--- src/rtl/packet_snooper.sv ---
// rtl/packet_snooper.sv - captures one stream packet into a word-addressed buffer, then pulses done.
// Optional statistics counters (pkt_count, trunc_count) are built when SNOOPER_STATS_EN is defined.
module packet_snooper #(
  parameter int SNOOP_FWD_ADDR_WIDTH = 9,
  parameter int SNOOP_FWD_DATA_WIDTH = 64
) (
  input  logic                            clk,
  input  logic                            rst_n,
  input  logic [SNOOP_FWD_DATA_WIDTH-1:0] sn_TDATA,
  input  logic                            sn_TVALID,
  input  logic                            sn_TLAST,
  output logic                            sn_TREADY,
  input  logic                            ready_for_snooper,
  output logic [SNOOP_FWD_ADDR_WIDTH-1:0] snooper_wr_addr,
  output logic [SNOOP_FWD_DATA_WIDTH-1:0] snooper_wr_data,
  output logic                            snooper_wr_en,
  output logic                            snooper_done
`ifdef SNOOPER_STATS_EN
  ,
  output logic [31:0]                     pkt_count,
  output logic [31:0]                     trunc_count
`endif
);

  typedef enum logic [2:0] {
    IDLE   = 3'd0,
    RECV   = 3'd1,
    FLUSH  = 3'd2,
    FINISH = 3'd3,
    DONE   = 3'd4,
    WAIT   = 3'd5
  } state_t;

  localparam logic [SNOOP_FWD_ADDR_WIDTH-1:0] CNT_MAX = '1;

  state_t                            state_q, state_d;
  logic [SNOOP_FWD_ADDR_WIDTH-1:0]   cnt_q, cnt_d;
  logic                              wr_en_q, wr_en_d;
  logic [SNOOP_FWD_ADDR_WIDTH-1:0]   wr_addr_q, wr_addr_d;
  logic [SNOOP_FWD_DATA_WIDTH-1:0]   wr_data_q, wr_data_d;
  logic                              hs;

  // Ready depends only on registered state, never on TVALID.
  assign sn_TREADY       = (state_q == RECV) || (state_q == FLUSH);
  assign snooper_done    = (state_q == DONE);
  assign snooper_wr_en   = wr_en_q;
  assign snooper_wr_addr = wr_addr_q;
  assign snooper_wr_data = wr_data_q;
  assign hs              = sn_TVALID && sn_TREADY;

  always_comb begin
    state_d   = state_q;
    cnt_d     = cnt_q;
    wr_en_d   = 1'b0;
    wr_addr_d = wr_addr_q;
    wr_data_d = wr_data_q;
    case (state_q)
      IDLE: begin
        if (ready_for_snooper) begin
          state_d = RECV;
          cnt_d   = '0;
        end
      end
      RECV: begin
        if (hs) begin
          wr_en_d   = 1'b1;
          wr_addr_d = cnt_q;
          wr_data_d = sn_TDATA;
          if (cnt_q != CNT_MAX) begin
            cnt_d = cnt_q + 1'b1;
          end
          // The last word of the buffer may also be the last beat.
          if (sn_TLAST) begin
            state_d = FINISH;
          end else if (cnt_q == CNT_MAX) begin
            state_d = FLUSH;
          end
        end
      end
      FLUSH: begin
        if (hs && sn_TLAST) begin
          state_d = FINISH;
        end
      end
      FINISH:  state_d = DONE;
      DONE:    state_d = WAIT;
      WAIT:    state_d = IDLE;
      default: state_d = IDLE;
    endcase
  end

  always_ff @(posedge clk or negedge rst_n) begin
    if (!rst_n) begin
      state_q   <= IDLE;
      cnt_q     <= '0;
      wr_en_q   <= 1'b0;
      wr_addr_q <= '0;
      wr_data_q <= '0;
    end else begin
      state_q   <= state_d;
      cnt_q     <= cnt_d;
      wr_en_q   <= wr_en_d;
      wr_addr_q <= wr_addr_d;
      wr_data_q <= wr_data_d;
    end
  end

`ifdef SNOOPER_STATS_EN
  logic [31:0] pkt_count_q, pkt_count_d;
  logic [31:0] trunc_count_q, trunc_count_d;

  always_comb begin
    pkt_count_d   = pkt_count_q;
    trunc_count_d = trunc_count_q;
    if (state_q == FINISH) begin
      pkt_count_d = pkt_count_q + 32'd1;
    end
    if ((state_q == RECV) && (state_d == FLUSH)) begin
      trunc_count_d = trunc_count_q + 32'd1;
    end
  end

  always_ff @(posedge clk or negedge rst_n) begin
    if (!rst_n) begin
      pkt_count_q   <= '0;
      trunc_count_q <= '0;
    end else begin
      pkt_count_q   <= pkt_count_d;
      trunc_count_q <= trunc_count_d;
    end
  end

  assign pkt_count   = pkt_count_q;
  assign trunc_count = trunc_count_q;
`endif

endmodule

--- config.mk ---
export PLATFORM = sky130hd
export DESIGN_NAME = packet_snooper
export DESIGN_NICKNAME = d
export VERILOG_FILES = /design/src/rtl/packet_snooper.sv
export SDC_FILE = /design/constraint.sdc
export NUM_CORES = 1
export LEC_CHECK = 0
export CORE_MARGIN = 5
export CORE_UTILIZATION = 40
export DETAILED_ROUTE_END_ITERATION = 10
export PLACE_DENSITY = 0.83
export REMOVE_ABC_BUFFERS = 1
export SLEW_MARGIN = 10
export SYNTH_ARGS = -nofsm -noshare
export SYNTH_HDL_FRONTEND = slang
export SYNTH_SLANG_ARGS = --single-unit
--- constraint.sdc ---
create_clock -name clk -period 4.16 [get_ports clk]
set_input_delay 0.624 -clock clk [delete_from_list [all_inputs] [get_ports clk]]
set_output_delay 0.624 -clock clk [all_outputs]
set_load 0.02 [all_outputs]
* Word-level counts from Yosys, hierarchy flattened
Index checks and enable logic that the tools add are counted.
** Storage, ports and cells
- Register bits after elaboration :: 86
- Bits in latches :: 0
- Memory bits (writable) :: 0
- ROM bits :: 0
- Bits of input ports :: 69
- Output and inout bits :: 76
- Word-level logic and storage cells :: 37
- Memories kept :: 0
** Operators by class
- $add $sub $neg :: 1
- $mul :: 0
- Div/mod/pow operators :: 0
- Order comparisons :: 0
- Equal/unequal tests :: 11
- Shifts and indexed selects :: 0
- Muxes and demuxes :: 12
- Bitwise gates (word level) :: 0
- Reduce and logical (&&, ||, !) cells :: 8
** Operator list (count)
- $mux W9 :: 3
- $pmux W9 S2 :: 1
- $mux W3 :: 5
- $pmux W3 S5 :: 1
- $add A9 B1 Y9 const B :: 1
- $eq A9 B9 Y1 const B :: 1
- $ne A9 B9 Y1 const B :: 1
- $reduce_and A4 Y1 :: 2
- $eq A3 B2 Y1 const B :: 2
- $ne A2 B1 Y1 const B :: 2
- $ne A2 B2 Y1 const B :: 2
- $eq A3 B1 Y1 const B :: 1
- $eq A3 B3 Y1 const B :: 1
- $logic_not A3 Y1 :: 1
- $ne A3 B2 Y1 const B :: 1
- $logic_and A1 B1 Y1 :: 2
- $mux W1 :: 2
- $reduce_and A2 Y1 :: 1
- $reduce_bool A2 Y1 :: 1
- $logic_or A1 B1 Y1 :: 1

* Depth between registers and ports, before layout
Gate-level depths: netlist of run 1.
- Word-level depth :: 6
- Gate-level depth with buffers :: 9
- Depth with buffers taken out :: 8

* Least setup slack after synthesis of run 1
OpenSTA, ideal clock, no wires.
- Kind :: reg2reg
- Start point :: reg cnt_q[0]
- End point :: reg cnt_q[3]
- Library setup time :: 0.069 ns
- Arrival time :: 2.036 ns
- Required time :: 4.091 ns
- Setup slack :: 2.055 ns
- Stages on the path, launching flop included :: 9
- Path buffers :: 0
- Period minus slack after synthesis :: 2.105 ns
- Cell sequence :: dfrtp_1 -> ha_1 -> and3_1 -> and3_1 -> ha_1 -> and3b_1 -> o21ai_2 -> or4b_1 -> nand3_1
** On the way
- Longest elaborated chain between the ends :: 4
- Elaborated cells on any way between the ends :: 7
- Those cells by class :: add/sub: 1; eq/ne: 2; mux: 3; reduce/logical: 1
** RTL lines
- start: declaration :: RTL line 37 : logic [SNOOP_FWD_ADDR_WIDTH-1:0] cnt_q, cnt_d;
- start signal: assignment :: RTL line 101 : cnt_q <= cnt_d;
- $add A9 B1 Y9 :: RTL line 70 : cnt_d = cnt_q + 1'b1;
- $mux W9 :: RTL line 69 : if (cnt_q != CNT_MAX) begin
- $mux W9 :: RTL line 65 : if (hs) begin
- $pmux W9 S2 :: RTL line 57 : case (state_q)
Several ways; a longest one is shown, not always the timed one. The select of a mux whose other input is x is not followed.
A chain may end at the register's enable or synchronous reset.

* Final worst setup path of run 1
- Start point :: reg state_q[0]
- End point :: out sn_TREADY
** On the way
- Longest elaborated chain between the ends :: 2
- Elaborated cells on any way between the ends :: 3
- Those cells by class :: eq/ne: 2; reduce/logical: 1
** RTL lines
- start: declaration :: RTL line 36 : state_t state_q, state_d;
- start signal: assignment :: RTL line 100 : state_q <= state_d;
- $eq A3 B1 Y1 or $eq A3 B2 Y1 (tied branches) :: RTL line 44 : assign sn_TREADY = (state_q == RECV) || (state_q == FLUSH);
- $logic_or A1 B1 Y1 * :: RTL line 44
- end: declaration :: RTL line 12 : output logic sn_TREADY,
Every way passes the cells marked *; elsewhere a longest branch is shown, timed or not.

==> results.yml, run 1 <==
final_layout:
  syn_to_final_growth_pct: 51.3
  final_common_cell: "clkdlybuf4s50_1"
  layout_common_cells: "clkdlybuf4s50_1 (143), dfrtp_1 (86), mux2_1 (73)"
  fill_cells: 636
  n_antenna_cell: 0
  drive_gt1_share_pct: 5.70
  fin_area_mm2: 0.00520
  nets: 452
setup_path:
  startpoint_type: "register"
  crit_slowest_cell: "dfrtp_1"
  worstRegToRegCells: 8
  path_max_fanout: 23
  required_ns: 3.54
  cpPeakStageDelay_ns: 0.77
  path_cells: "nand2b_1, a21oi_1, clkdlybuf4s50_1"
  cp.arrival_ns: 2.02
  end_kind: "output port"
  crit_type: "register to output port"
place:
  gp_congestion: 0.763
  numPortBuffers: 144
  post_dp_cell_area_mm2: 0.00495
  dp_hpwl_um: 5710
drt:
  dr.pass1.iters: 4
  drc: 0
  wirelength_um: 7750
  drt-initial-drc-count: 60
  wl_met2_um: 3770
  drt-met1-wl_um: 3240
  vias: 2424
  top_layer: "met4"
  wl_per_cell_um: 15.8
  drtAntennaViolNets: 0
  via_per_inst: 4.94
  wl_met3_um: 602
floorplan:
  fp.dieH_um: 103
  rows: 33
  dieArea_mm2: 0.0106
  die_w_um: 103
  core_area_mm2: 0.00830
  io_pins: 145
  start_util_pct: 41.4
power:
  p_sw_w: 0.00153
  peakVddDrop_mv: 0.454
  p_clk_share_pct: 16.4
  finalPower_w: 0.00425
  pwr-share-seq_pct: 35.8
  p_per_area_mw_per_mm2: 817
  power.share.combinational_pct: 47.8
  leakage_nw: 2.17
  internal_power_w: 0.00272
  switching_share_pct: 36.1
sta:
  setup_tns_ns: 0
  min_period_ns: 2.64
  drv_slew: 0
  worstMarginPinSlew_ns: 1.06
  finalHoldViolations: 0
  fin_crit_sh_pct: 63.5
  fmax_mhz: 379
  final.setup_skew_ns: 0.0117
  relSlewSlack_pct: 29.6
  rsz0062_at_grt: "false"
  finalSetupViolations: 0
yosys:
  synth_compound_area_share_pct: 3.35
  yosysWarnings: 0
  synth_simple_gate_area_share_pct: 6.69
  ys_top_cells_by_area: "dfrtp_1 (63%), mux2_1 (24%), nand2_1 (1.7%)"
  synth_edf_count: 0
  avgSynthCellArea_um2: 14.6
  synth_top_family_by_area: "multiplexers"
  synth_xor_area_share_pct: 0
  synth_cell_type_count: 30
  synth_top_cell_area_share_pct: 62.6
  synth_adder_area_share_pct: 0.728
  ys_ff_latch: 86
  post_synth_instance_area_mm2: 0.00344
  yosys.area.top_type: "dfrtp_1"
  synth.mux.area_fraction_pct: 24.2
  ys_seq_area_share_pct: 62.6
  async_reset_ff_share_pct: 100
  synth-main-ff-cell: "dfrtp_1"
  synthCells: 236
grt:
  grt_usage_pct: 14.9
  grt_max_degree: 87
  grt_pass1_wl_um: 12300
  antenna_found_initial: 0
  grt-ovfl-total: 0
  grt_pass1_vias: 2552
clocking:
  clk_latency_ns: 0.34
  cts_buffer_depth: 2
  tritoncts: "done"
  clock-root-buffer: "clkbuf_8"
  cts.repair_timing.setup_buffer_count: 0
  ctsResizeCount: 0
  numCtsBuffers: 9
  cts_sinks: 86
  clkTransAtPathRegs_ns: 0.09
  cts.htree.levels: 3
  postCtsHoldBufs: 0
run_status:
  status: "finished clean"
run:
  maxCapViolations: 0
worst_hold_path:
  hp-class: "input pin to async pin"
==> final timing paths <==
path,from,end,slack [ns]
min in group clk,snooper_wr_data[49],snooper_wr_data[49],0.48
max in group asynchronous,rst_n,snooper_wr_data[49],3.01
hold reg to reg,snooper_wr_data[49],snooper_wr_data[49],0.48
hold / removal,rst_n,snooper_wr_data[34],0.46
setup / recovery,state_q[0],sn_TREADY,1.52
setup reg to reg,cnt_q[0],cnt_q[3],1.73
==> per-stage QoR <==
stage	std cells	worst slack (ns)	hold slack, ns	utilization [%]
final	491	1.52	0.462	62.7
after CTS	491	1.51	0.492	62.7
after global routing	491	1.40	0.510	62.7
after global placement	475	1.68	0.467	59.7
after floorplan	224	-0.113	0.328	-
after detailed placement	475	1.59	0.474	59.7
==> cell usage after synthesis, drive strengths merged (2+ instances only) <==
cell type,number
dfrtp,86
mux2,74
nand2,16
buf,11
o21ai,7
nand3,6
and3,4
nor2,4
o221ai,4
nand2b,3
nand3b,3
a21oi,2
ha,2
inv,2
nor3b,2
==> power by group through the flow <==
| stage | combinational [W] | clock, W | sequential [W] |
|---|---|---|---|
| 4_1_cts | 0.00207 | 0.000720 | 0.00153 |
| 3_3_place_gp | 0.00201 | 0 | 0.00151 |
| 3_5_place_dp | 0.00207 | 0 | 0.00154 |
| 2_1_floorplan | 0.000628 | 0 | 0.00194 |
| 5_1_grt | 0.00218 | 0.000749 | 0.00159 |
| 6_report | 0.00203 | 0.000697 | 0.00152 |
==> sequential cells by signal, indices dropped and copies added, names as in the netlist <==
signal	cells
snooper_wr_addr	9
state_q	3
snooper_wr_en	1
cnt_q	9
snooper_wr_data	64
==> logic make-up after synthesis <==
family	count (synthesis)
compound gates	17
buf+inv	14
fa+ha+maj	2
flops	86
simple gates	43
mux	74
==> critical path, delay by kind of cell (launching register included) <==
kind / cells / cell delay, ns
simple gates: 1 / 0.13
flops: 1 / 0.77
buf+inv: 1 / 0.62
compound gates: 1 / 0.16
==> metal layers <==
| metal | vias up | track usage, % |
|---|---|---|
| li1 | 1129 | - |
| met1 | 1197 | 18.7 |
| met2 | 86 | 25.0 |
| met3 | 12 | 3.59 |
| met4 | 0 | 5.48 |
| met5 | - | 0 |
==> layout make-up <==
cell class              count  area (µm²)  area share, %
clock inverters             5         106           2.04
well taps                 105         131           2.53
clock buffers              11         141           2.72
repair buffers            146        1450           27.9
inverters                   2        7.51          0.144
flip-flops and latches     86        2150           41.4
multi-input cells         136        1210           23.3
(Power assumes the default switching activity.)
==> run 2: changes to the inputs <==
--- a/config.mk
+++ b/config.mk
@@ -6,7 +6,7 @@
 export NUM_CORES = 1
 export LEC_CHECK = 0
 export CORE_MARGIN = 5
-export CORE_UTILIZATION = 40
+export CORE_UTILIZATION = 38
 export DETAILED_ROUTE_END_ITERATION = 10
 export PLACE_DENSITY = 0.83
 export REMOVE_ABC_BUFFERS = 1
==> constraint.sdc (replaced) <==
create_clock -name clk -period 2.15 [get_ports clk]
set_input_delay 0.3225 -clock clk [delete_from_list [all_inputs] [get_ports clk]]
set_output_delay 0.3225 -clock clk [all_outputs]
set_load 0.02 [all_outputs]
==> run 2 against run 1 <==
Effect of this change:
- setup slack got worse by 1.4 ns
- count of clock-buffer cells in the layout decreased by 1
- non-clock buffer count increased by 11
- critical path type is now register to register
- highest routed layer unchanged
==> results.yml, run 2 (same netlist as run 1, synthesis figures left out) <==
run_status:
  status: "finished clean"
setup_path:
  path_cells: "ha_2, and3_4, and3_1, ha_2, and3b_2, o21ai_2, or4b_1, nand3_1"
  crit_slowest_cell: "or4b_1"
  r2r-end: "cnt_q[3]"
  path_common_cell: "ha_2"
  end_kind: "register"
  startpoint_type: "register"
  required_ns: 2.43
  r2r_start: "cnt_q[0]"
  path_max_fanout: 4
  cp.arrival_ns: 2.35
  r2r_slack_ns: 0.09
  worstRegToRegCells: 8
  cpPeakStageDelay_ns: 0.50
  crit_type: "register to register"
run:
  maxCapViolations: 0
floorplan:
  die_w_um: 105
  fp.dieH_um: 105
  rows: 34
  dieArea_mm2: 0.0111
  start_util_pct: 39.2
  io_pins: 145
  core_area_mm2: 0.00876
final_layout:
  layout_common_cells: "clkdlybuf4s50_1 (141), dfrtp_1 (86), mux2_1 (73)"
  syn_to_final_growth_pct: 53.7
  post-route-util_pct: 60.3
  drive_gt1_share_pct: 9.07
  final_common_cell: "clkdlybuf4s50_1"
  fill_cells: 725
  n_antenna_cell: 0
  fin_area_mm2: 0.00529
  largest_reg_flops: 64
  nets: 463
  final_cells: 505
clocking:
  cts_buffer_depth: 2
  clock-root-buffer: "clkbuf_8"
  clk_latency_ns: 0.35
  cts.htree.levels: 3
  clkTransAtPathRegs_ns: 0.09
  cts_sinks: 86
  numCtsBuffers: 9
  tritoncts: "done"
place:
  numPortBuffers: 144
  gp_congestion: 0.719
  dp_hpwl_um: 6110
  post_dp_cell_area_mm2: 0.00506
  placed_cells: 487
sta:
  drv_slew: 0
  fmax_mhz: 485
  finalSetupViolations: 0
  fin_crit_sh_pct: 95.9
  finalHoldViolations: 0
  hold_ws_ns: 0.492
  min_period_ns: 2.06
  setup_tns_ns: 0
  rsz0062_at_grt: "false"
  worstMarginPinSlew_ns: 0.576
  relSlewSlack_pct: 61.6
  final.setup_skew_ns: 0.00941
grt:
  met3_usage_pct: 4.01
  grt_usage_pct: 14.9
  use_met2_pct: 24.5
  grt_max_degree: 46
  grt-ovfl-total: 0
  busiest_layer: "met2"
  antenna_found_initial: 0
  grtUsageMet1_pct: 18.5
  grt_pass1_wl_um: 13300
  grt_pass1_vias: 2621
drt:
  wirelength_um: 8240
  dr.pass1.iters: 6
  drt-initial-drc-count: 63
  wl_per_cell_um: 16.3
  drc: 0
  via_per_inst: 4.92
  drtAntennaViolNets: 0
  vias: 2484
power:
  peakVddDrop_mv: 0.630
  p_per_area_mw_per_mm2: 1550
  leakage_nw: 2.20
worst_hold_path:
  worstHoldStart: "snooper_wr_data[56]"
  hp-class: "register to register"
  hold_depth: 1
  whs_endpoint: "snooper_wr_data[56]"
run 2: changes by cell type in the layout (fill, tap and decap cells not counted), moves of 2 or more:
cell and delta:
bufinv_16 -2, buf_12 +3, buf_4 +7, clkdlybuf4s50_1 -2, ha_1 -2, dlygate4sd2_1 +2, inv_6 +2, ha_2 +2
clkinvlp_4 +2
run 2: final cells by class:
class | count | area [µm²] | area share [%]
clock buffers | 10 | 128 | 2.41
clock inverters | 6 | 70.1 | 1.33
inverters | 2 | 7.51 | 0.142
multi-input cells | 136 | 1220 | 23.1
flip-flops and latches | 86 | 2150 | 40.7
well taps | 108 | 135 | 2.56
repair buffers | 157 | 1570 | 29.8
run 2: worst max-delay path by stage:
stage | endpoint | cells after the start | start | slack [ns]
floorplan | snooper_wr_addr[0] | 3 | state_q[0] | -2.12
CTS | cnt_q[3] | 8 | cnt_q[1] | 0.01
global placement | cnt_q[3] | 8 | cnt_q[0] | 0.06
finish | cnt_q[3] | 8 | cnt_q[0] | 0.09
detailed placement | cnt_q[3] | 8 | cnt_q[0] | 0.004
global route | cnt_q[3] | 8 | cnt_q[0] | 0.02
run 2: metrics by stage:
| step | setup WS [ns] | total power, W |
|---|---|---|
| after floorplan | -2.12 | 0.00498 |
| after global placement | 0.0640 | 0.00700 |
| after detailed placement | 0.00441 | 0.00716 |
| after CTS | 0.0129 | 0.00833 |
| after global routing | 0.0165 | 0.00873 |
| final | 0.0881 | 0.00821 |
run 2: worst max-delay path: cells and delay by family (launching register included):
kind,cells,cell delay (ns)
and+or+nand+nor,5,1.17
AOI/OAI and AO/OA,1,0.06
DFF,1,0.39
adders and majority gates,2,0.38
run 2: per-layer routing:
metal  vias to the layer above  part of all wire (%)
met5                         -                     0
met4                         0                   1.9
met3                        15                   6.4
met2                        99                    49
met1                      1218                    43
li1                       1152                     -
run 2: power by group:
group / internal, W / switching, W
Clock: 0.000546 / 0.000612
Sequential: 0.00242 / 0.000432
Combinational: 0.00216 / 0.00204
run 2: what timing repair did:
| action | 4_1_cts | 5_1_grt |
|---|---|---|
| endpoints found under the setup margin | 3 | 1 |
| buffers inserted | 0 | 1 |
| hold buffers | 1 | 0 |
| gates resized for setup | 3 | 3 |
| hold endpoints to repair | 44 | 0 |
| gates cloned | 0 | 0 |
==> run 3: changes to the inputs <==
--- a/config.mk
+++ b/config.mk
@@ -10,7 +10,7 @@
 export DETAILED_ROUTE_END_ITERATION = 10
 export PLACE_DENSITY = 0.83
 export REMOVE_ABC_BUFFERS = 1
-export SLEW_MARGIN = 10
+export SLEW_MARGIN = 20
 export SYNTH_ARGS = -nofsm -noshare
 export SYNTH_HDL_FRONTEND = slang
 export SYNTH_SLANG_ARGS = --single-unit
==> results of run 3 <==
Same layout as run 2: the final DEF is identical, and so are final timing and power.
